## src/rtl/cmd_pkg.sv

```systemverilog
// rtl/cmd_pkg.sv - command opcodes, response codes and link timing defaults
package cmd_pkg;

  localparam logic [7:0] SET_PTCH  = 8'h02;
  localparam logic [7:0] SET_ROLL  = 8'h03;
  localparam logic [7:0] SET_YAW   = 8'h04;
  localparam logic [7:0] SET_THRST = 8'h05;
  localparam logic [7:0] SET_CAL   = 8'h06;
  localparam logic [7:0] SET_EMGL  = 8'h07;
  localparam logic [7:0] SET_MOFF  = 8'h08;

  localparam logic [7:0] POS_ACK   = 8'hA5;

  // 50 MHz / 19200 baud, and 20 ms of inter-byte silence
  localparam int DEF_BAUD_DIV = 2604;
  localparam int DEF_TMO_CLKS = 1000000;

  typedef enum logic [1:0] {
    IDLE = 2'd0,
    HIGH = 2'd1,
    LOW  = 2'd2
  } frm_state_t;

endpackage

```

## src/rtl/uart_xcvr.sv

```systemverilog
// rtl/uart_xcvr.sv - bit-level UART receive and transmit engines, 8N1
module uart_xcvr
  import cmd_pkg::*;
#(
  parameter int BAUD_DIV = DEF_BAUD_DIV
) (
  input  logic       clk,
  input  logic       rst_n,
  input  logic       rx,
  output logic       tx,
  output logic       rx_rdy,
  output logic [7:0] rx_data,
  output logic       frm_err,
  input  logic       trmt,
  input  logic [7:0] tx_data,
  output logic       tx_done
);

  localparam int CW = $clog2(BAUD_DIV + 1);
  localparam logic [CW-1:0] BIT_END  = CW'(BAUD_DIV - 1);
  localparam logic [CW-1:0] HALF_END = CW'(BAUD_DIV / 2 - 1);

  localparam logic [1:0] RX_IDLE  = 2'd0;
  localparam logic [1:0] RX_START = 2'd1;
  localparam logic [1:0] RX_DATA  = 2'd2;
  localparam logic [1:0] RX_STOP  = 2'd3;

  localparam logic TX_IDLE = 1'b0;
  localparam logic TX_XMIT = 1'b1;

  logic          rx_ff1, rx_ff2, rx_prev;
  logic [1:0]    rx_state;
  logic [CW-1:0] rx_cnt;
  logic [2:0]    rx_bit;
  logic [7:0]    rx_shift;

  logic          tx_state;
  logic [CW-1:0] tx_cnt;
  logic [3:0]    tx_bit;
  logic [8:0]    tx_shift;
  logic          tx_q;

  assign rx_data = rx_shift;
  assign tx      = tx_q;
  assign tx_done = (tx_state == TX_XMIT) && (tx_cnt == BIT_END) && (tx_bit == 4'd9);

  // Synchroniser and edge history preset high so reset never looks like a start edge
  always_ff @(posedge clk or negedge rst_n) begin
    if (!rst_n) begin
      rx_ff1   <= 1'b1;
      rx_ff2   <= 1'b1;
      rx_prev  <= 1'b1;
      rx_state <= RX_IDLE;
      rx_cnt   <= '0;
      rx_bit   <= '0;
      rx_shift <= '0;
      rx_rdy   <= 1'b0;
      frm_err  <= 1'b0;
    end else begin
      rx_ff1  <= rx;
      rx_ff2  <= rx_ff1;
      rx_prev <= rx_ff2;
      rx_rdy  <= 1'b0;
      frm_err <= 1'b0;
      case (rx_state)
        RX_IDLE: begin
          rx_cnt <= '0;
          rx_bit <= '0;
          if (rx_prev && !rx_ff2) rx_state <= RX_START;
        end
        RX_START: begin
          if (rx_cnt == HALF_END) begin
            rx_cnt   <= '0;
            rx_state <= rx_ff2 ? RX_IDLE : RX_DATA;
          end else begin
            rx_cnt <= rx_cnt + 1'b1;
          end
        end
        RX_DATA: begin
          if (rx_cnt == BIT_END) begin
            rx_cnt   <= '0;
            rx_shift <= {rx_ff2, rx_shift[7:1]};
            rx_bit   <= rx_bit + 1'b1;
            if (rx_bit == 3'd7) rx_state <= RX_STOP;
          end else begin
            rx_cnt <= rx_cnt + 1'b1;
          end
        end
        default: begin
          if (rx_cnt == BIT_END) begin
            rx_cnt   <= '0;
            rx_state <= RX_IDLE;
            if (rx_ff2) rx_rdy  <= 1'b1;
            else        frm_err <= 1'b1;
          end else begin
            rx_cnt <= rx_cnt + 1'b1;
          end
        end
      endcase
    end
  end

  // Stop bit rides in the top of the shift register so it falls out after the data
  always_ff @(posedge clk or negedge rst_n) begin
    if (!rst_n) begin
      tx_state <= TX_IDLE;
      tx_q     <= 1'b1;
      tx_cnt   <= '0;
      tx_bit   <= '0;
      tx_shift <= '0;
    end else begin
      case (tx_state)
        TX_IDLE: begin
          if (trmt) begin
            tx_shift <= {1'b1, tx_data};
            tx_q     <= 1'b0;
            tx_cnt   <= '0;
            tx_bit   <= '0;
            tx_state <= TX_XMIT;
          end
        end
        default: begin
          if (tx_cnt == BIT_END) begin
            tx_cnt <= '0;
            if (tx_bit == 4'd9) begin
              tx_q     <= 1'b1;
              tx_state <= TX_IDLE;
            end else begin
              tx_q     <= tx_shift[0];
              tx_shift <= {1'b1, tx_shift[8:1]};
              tx_bit   <= tx_bit + 1'b1;
            end
          end else begin
            tx_cnt <= tx_cnt + 1'b1;
          end
        end
      endcase
    end
  end

endmodule

```

## src/rtl/cmd_uart_wrapper.sv

```systemverilog
// rtl/cmd_uart_wrapper.sv - 3-byte command frame receiver and 1-byte response sender
module cmd_uart_wrapper
  import cmd_pkg::*;
#(
  parameter int BAUD_DIV = DEF_BAUD_DIV,
  parameter int TMO_CLKS = DEF_TMO_CLKS
) (
  input  logic        clk,
  input  logic        rst_n,
  input  logic        RX,
  output logic        TX,
  output logic [7:0]  cmd,
  output logic [15:0] data,
  output logic        cmd_rdy,
  input  logic        clr_cmd_rdy,
  input  logic [7:0]  resp,
  input  logic        send_resp,
  output logic        resp_sent,
  output logic        frm_err
);

  localparam int TW = $clog2(TMO_CLKS + 1);
  localparam logic [TW-1:0] TMO_END = TW'(TMO_CLKS - 1);

  logic       rx_rdy;
  logic [7:0] rx_data;
  logic       tx_done;

  frm_state_t    frm_state;
  logic [7:0]    cmd_shdw;
  logic [7:0]    hi_shdw;
  logic [TW-1:0] tmo_cnt;
  logic          frm_done;
  logic          frm_first;

  uart_xcvr #(
    .BAUD_DIV(BAUD_DIV)
  ) u_xcvr (
    .clk    (clk),
    .rst_n  (rst_n),
    .rx     (RX),
    .tx     (TX),
    .rx_rdy (rx_rdy),
    .rx_data(rx_data),
    .frm_err(frm_err),
    .trmt   (send_resp),
    .tx_data(resp),
    .tx_done(tx_done)
  );

  assign frm_done  = rx_rdy && (frm_state == LOW);
  assign frm_first = rx_rdy && (frm_state == IDLE);

  // Bytes land in shadows; cmd/data only move when the third byte arrives
  always_ff @(posedge clk or negedge rst_n) begin
    if (!rst_n) begin
      frm_state <= IDLE;
      cmd_shdw  <= '0;
      hi_shdw   <= '0;
      tmo_cnt   <= '0;
      cmd       <= '0;
      data      <= '0;
    end else if (frm_err) begin
      frm_state <= IDLE;
      tmo_cnt   <= '0;
    end else if (rx_rdy) begin
      tmo_cnt <= '0;
      case (frm_state)
        IDLE: begin
          cmd_shdw  <= rx_data;
          frm_state <= HIGH;
        end
        HIGH: begin
          hi_shdw   <= rx_data;
          frm_state <= LOW;
        end
        LOW: begin
          cmd       <= cmd_shdw;
          data      <= {hi_shdw, rx_data};
          frm_state <= IDLE;
        end
        default: frm_state <= IDLE;
      endcase
    end else if (frm_state != IDLE) begin
      if (tmo_cnt == TMO_END) begin
        frm_state <= IDLE;
        cmd_shdw  <= '0;
        hi_shdw   <= '0;
        tmo_cnt   <= '0;
      end else begin
        tmo_cnt <= tmo_cnt + 1'b1;
      end
    end
  end

  always_ff @(posedge clk or negedge rst_n) begin
    if (!rst_n)                        cmd_rdy <= 1'b0;
    else if (frm_done)                 cmd_rdy <= 1'b1;
    else if (clr_cmd_rdy || frm_first) cmd_rdy <= 1'b0;
  end

  always_ff @(posedge clk or negedge rst_n) begin
    if (!rst_n)         resp_sent <= 1'b0;
    else if (tx_done)   resp_sent <= 1'b1;
    else if (send_resp) resp_sent <= 1'b0;
  end

endmodule

```

## config.mk

```make
export PLATFORM = sky130hd
export DESIGN_NAME = cmd_uart_wrapper
export DESIGN_NICKNAME = d
export VERILOG_FILES = /design/src/rtl/cmd_pkg.sv /design/src/rtl/uart_xcvr.sv /design/src/rtl/cmd_uart_wrapper.sv
export SDC_FILE = /design/constraint.sdc
export NUM_CORES = 1
export LEC_CHECK = 0
export CAP_MARGIN = 20
export CORE_MARGIN = 2
export CORE_UTILIZATION = 40
export DETAILED_ROUTE_END_ITERATION = 16
export DONT_BUFFER_PORTS = 1
export GPL_TIMING_DRIVEN = 0
export REMOVE_ABC_BUFFERS = 1
export SYNTH_ARGS = -nofsm -noshare
export SYNTH_HDL_FRONTEND = slang
export SYNTH_SLANG_ARGS = --single-unit
```

## constraint.sdc

```tcl
create_clock -name clk -period 2.3 [get_ports clk]
set_clock_uncertainty 0.05 [all_clocks]
set_input_delay 0.69 -clock clk [delete_from_list [all_inputs] [get_ports clk]]
set_output_delay 0.69 -clock clk [all_outputs]
set_load 0.02 [all_outputs]
```

==> flow_metrics.env <==
export IMPL_tightest_slew_ns=0.704
export IMPL_num_vias=3998
export IMPL_htree_levels=4
export IMPL_clk_latency_ns=0.41
export IMPL_leakagePower_nw=2.73
export IMPL_synth_area_leaders="dfrtp_1 52%, mux2_2 7.1%, nand2_1 4.1%"
export IMPL_critPathLaunchType="register"
export IMPL_fmax_ghz=0.463
export IMPL_drv_cap=0
export IMPL_synth_cells=514
export IMPL_min_path_type="in -> async"
export IMPL_rsz0062_at_grt="false"
export IMPL_seq_area_frac_synth_pct=54.3
export IMPL_drv_slew=0
export IMPL_via_per_inst=5.61
export IMPL_critPathCaptureType="register"
export IMPL_synth_ff_type="dfrtp_1"
export IMPL_area_growth_pct=16.1
export IMPL_wl_per_cell_um=15.6
export IMPL_portBuffers=0
export IMPL_place_congestion=0.822
export IMPL_dp_hpwl_um=7190
export IMPL_syn_area_per_cell_um2=10.9
export IMPL_cts_buffers=17
export IMPL_diodes=0
export IMPL_final_common_cell="dfrtp_1"
export IMPL_grt_start_max_net_pins=122
export IMPL_antenna_found_initial=0
export IMPL_ant_nets=0
export IMPL_critPathRequiredTime_ns=2.57
export IMPL_synth_seq_cells=121
export IMPL_cpPeakStageDelay_ns=0.63
export IMPL_totalWireLength_um=11100
export IMPL_die_w_um=122
export IMPL_grt_overflow_total=0
export IMPL_drive_above_1_share_pct=19.9
export IMPL_clockBufferDepth=2
export IMPL_drc_errors=0
export IMPL_grt_use_total_pct=16.0
export IMPL_ys_async_sr_fraction_pct=100
export IMPL_finalSetupViolCount=0
export IMPL_cp_arrival_ns=2.43
export IMPL_place_worst_setup_slack_ns=-0.300
export IMPL_violations="negative hold slack"
export IMPL_holdWs_ns=-0.0665
export IMPL_synth_edff_count=0
export IMPL_root_buffer="clkbuf_16"
export IMPL_dieArea_um2=14900
export IMPL_status="finished with violations"
export IMPL_period_needed_ns=2.16
export IMPL_path_cells="ha_1, nand4_4, or4_4, or4_1, a21oi_1"
export IMPL_crit_path_top_delay_cell="or4_4"
export IMPL_start_util_pct=40.5
export IMPL_core_rowCount=43
export IMPL_nets=541
export IMPL_max_slew_margin_pct=52.9
export IMPL_grt_pass1_vias=3957
export IMPL_layout_common_cells="115 x dfrtp_1, 61 x nand2_1, 35 x mux2_2"
export IMPL_drt_pass1_iter_count=5
export IMPL_first_iter_violations=261
export IMPL_post_synth_top_area_cell="dfrtp_1"
export IMPL_powerDensity_nw_per_um2=906
export IMPL_hold_violations=117
export IMPL_crit_fanout=8
export IMPL_die_h_um=122
export IMPL_netlist_area_um2=5580
export IMPL_yosysTopAreaCellShare_pct=52.5
export IMPL_ios=41
export IMPL_criticalPathCategory="reg -> reg"
export IMPL_grt_pass1_wl_um=19100
export IMPL_cts_tree="yes"
export IMPL_ir_drop_uv=563
export IMPL_fin_crit_sh_pct=93.9
export IMPL_core_um2=13800
export IMPL_cts_sinks=121
export IMPL_path_clk_slew_ns=0.06
export IMPL_tns_ns=0
export IMPL_ys_types=50
export IMPL_yosys_warnings=0
export IMPL_setup_slack_ns=0.141
==> area by class of cell <==
type / count / area [um^2]
Fill cell: 1265 / 7290
Sequential cell: 121 / 3040
Multi-Input combinational cell: 358 / 2460
Clock buffer: 21 / 480
Tap cell: 180 / 225
Clock inverter: 11 / 144
Timing Repair Buffer: 8 / 81.3
Inverter: 14 / 53.8
==> critical path: cells and delay by family (launching register included) <==
kind | cells | cell delay, ns
simple gates | 3 | 1.19
fa+ha+maj | 1 | 0.26
compound gates | 1 | 0.16
flops | 1 | 0.42
==> routing by layer <==
layer  vias up  global-route usage, %  share of wire [%]
li1       1915                      -                  -
met1      1986                   21.0                 47
met2        86                   24.8                 48
met3        11                   5.15                4.4
met4         0                   5.53                1.2
met5         -                      0                  0
==> power by group <==
group	total [mW]	internal [mW]	switching, mW
combinational	0.515	0.269	0.246
sequential	2.60	2.33	0.268
clock	2.75	1.81	0.941
total	5.87	4.42	1.45
==> stage by stage <==
step	std cells	util (%)	instance area, um^2	total power, mW
detailed placement	678	41.9	5770	3.11
floorplan	493	-	5500	2.96
global placement	673	41.5	5720	3.07
finish	713	47.0	6480	5.87
CTS	712	46.8	6440	5.91
global route	713	47.0	6480	6.15
==> what timing repair did <==
action | 4_1_cts | 5_1_grt
resized for setup | 6 | 7
pin swaps | 1 | 1
endpoints found under the setup margin | 38 | 35
endpoints found under the hold margin | 117 | 117
setup buffers | 2 | 1
==> synthesized netlist by cell type, types with 2 or more instances <==
master and n:
a21o_1 3, a21oi_1 19, a22o_1 3, a22oi_1 9, a31oi_1 7, a41oi_1 2, and4_1 4, buf_2 5
clkbuf_1 16, dfrtp_1 117, dfstp_2 4, ha_1 8, inv_1 13, mux2_2 35, nand2_1 61, nand2b_1 12
nand3_1 14, nand4_1 10, nor2_1 33, nor2b_1 2, nor3_1 10, nor3b_1 5, nor4_1 5, nor4bb_1 7
o211ai_1 4, o21ai_0 15, o21ai_1 2, o21bai_1 2, o221a_2 8, o221ai_1 8, o22ai_1 9, o31ai_1 7
or2_2 4, or3_1 8, or4_1 12, xnor2_1 8, xor2_1 10
==> final timing paths <==
path | start | to | slack (ns) | cells after the start
min in group clk | RX | u_xcvr.rx_ff1 | 0.23 | 0
setup reg to reg | tmo_cnt[0] | tmo_cnt[18] | 0.14 | 5
hold / removal | rst_n | tmo_cnt[13] | -0.07 | 0
hold reg to reg | u_xcvr.rx_ff1 | u_xcvr.rx_ff2 | 0.31 | 0
max in group asynchronous | rst_n | u_xcvr.rx_ff1 | 1.95 | 0
setup / recovery | tmo_cnt[0] | tmo_cnt[18] | 0.14 | 5
==> state kept, by name, indices dropped and copies added, names as in the netlist, 3 cells and up <==
name	cells
tmo_cnt	20
u_xcvr.rx_bit	3
cmd_shdw	8
u_xcvr.tx_shift	9
cmd	8
u_xcvr.tx_bit	4
u_xcvr.rx_data	8
data	16
u_xcvr.tx_cnt	12
hi_shdw	8
u_xcvr.rx_cnt	12
==> kinds of logic (layout without fill, tap and decap cells) <==
group,count (synthesis),count (layout),share of synthesized area (%)
compound gates,101,101,12.5
xor+xnor,18,18,2.83
fa+ha+maj,8,8,1.79
buf+inv,35,54,2.47
mux,36,36,7.24
simple gates,195,195,18.8
flops,121,121,54.3
Power figures use the tool's default switching activity.
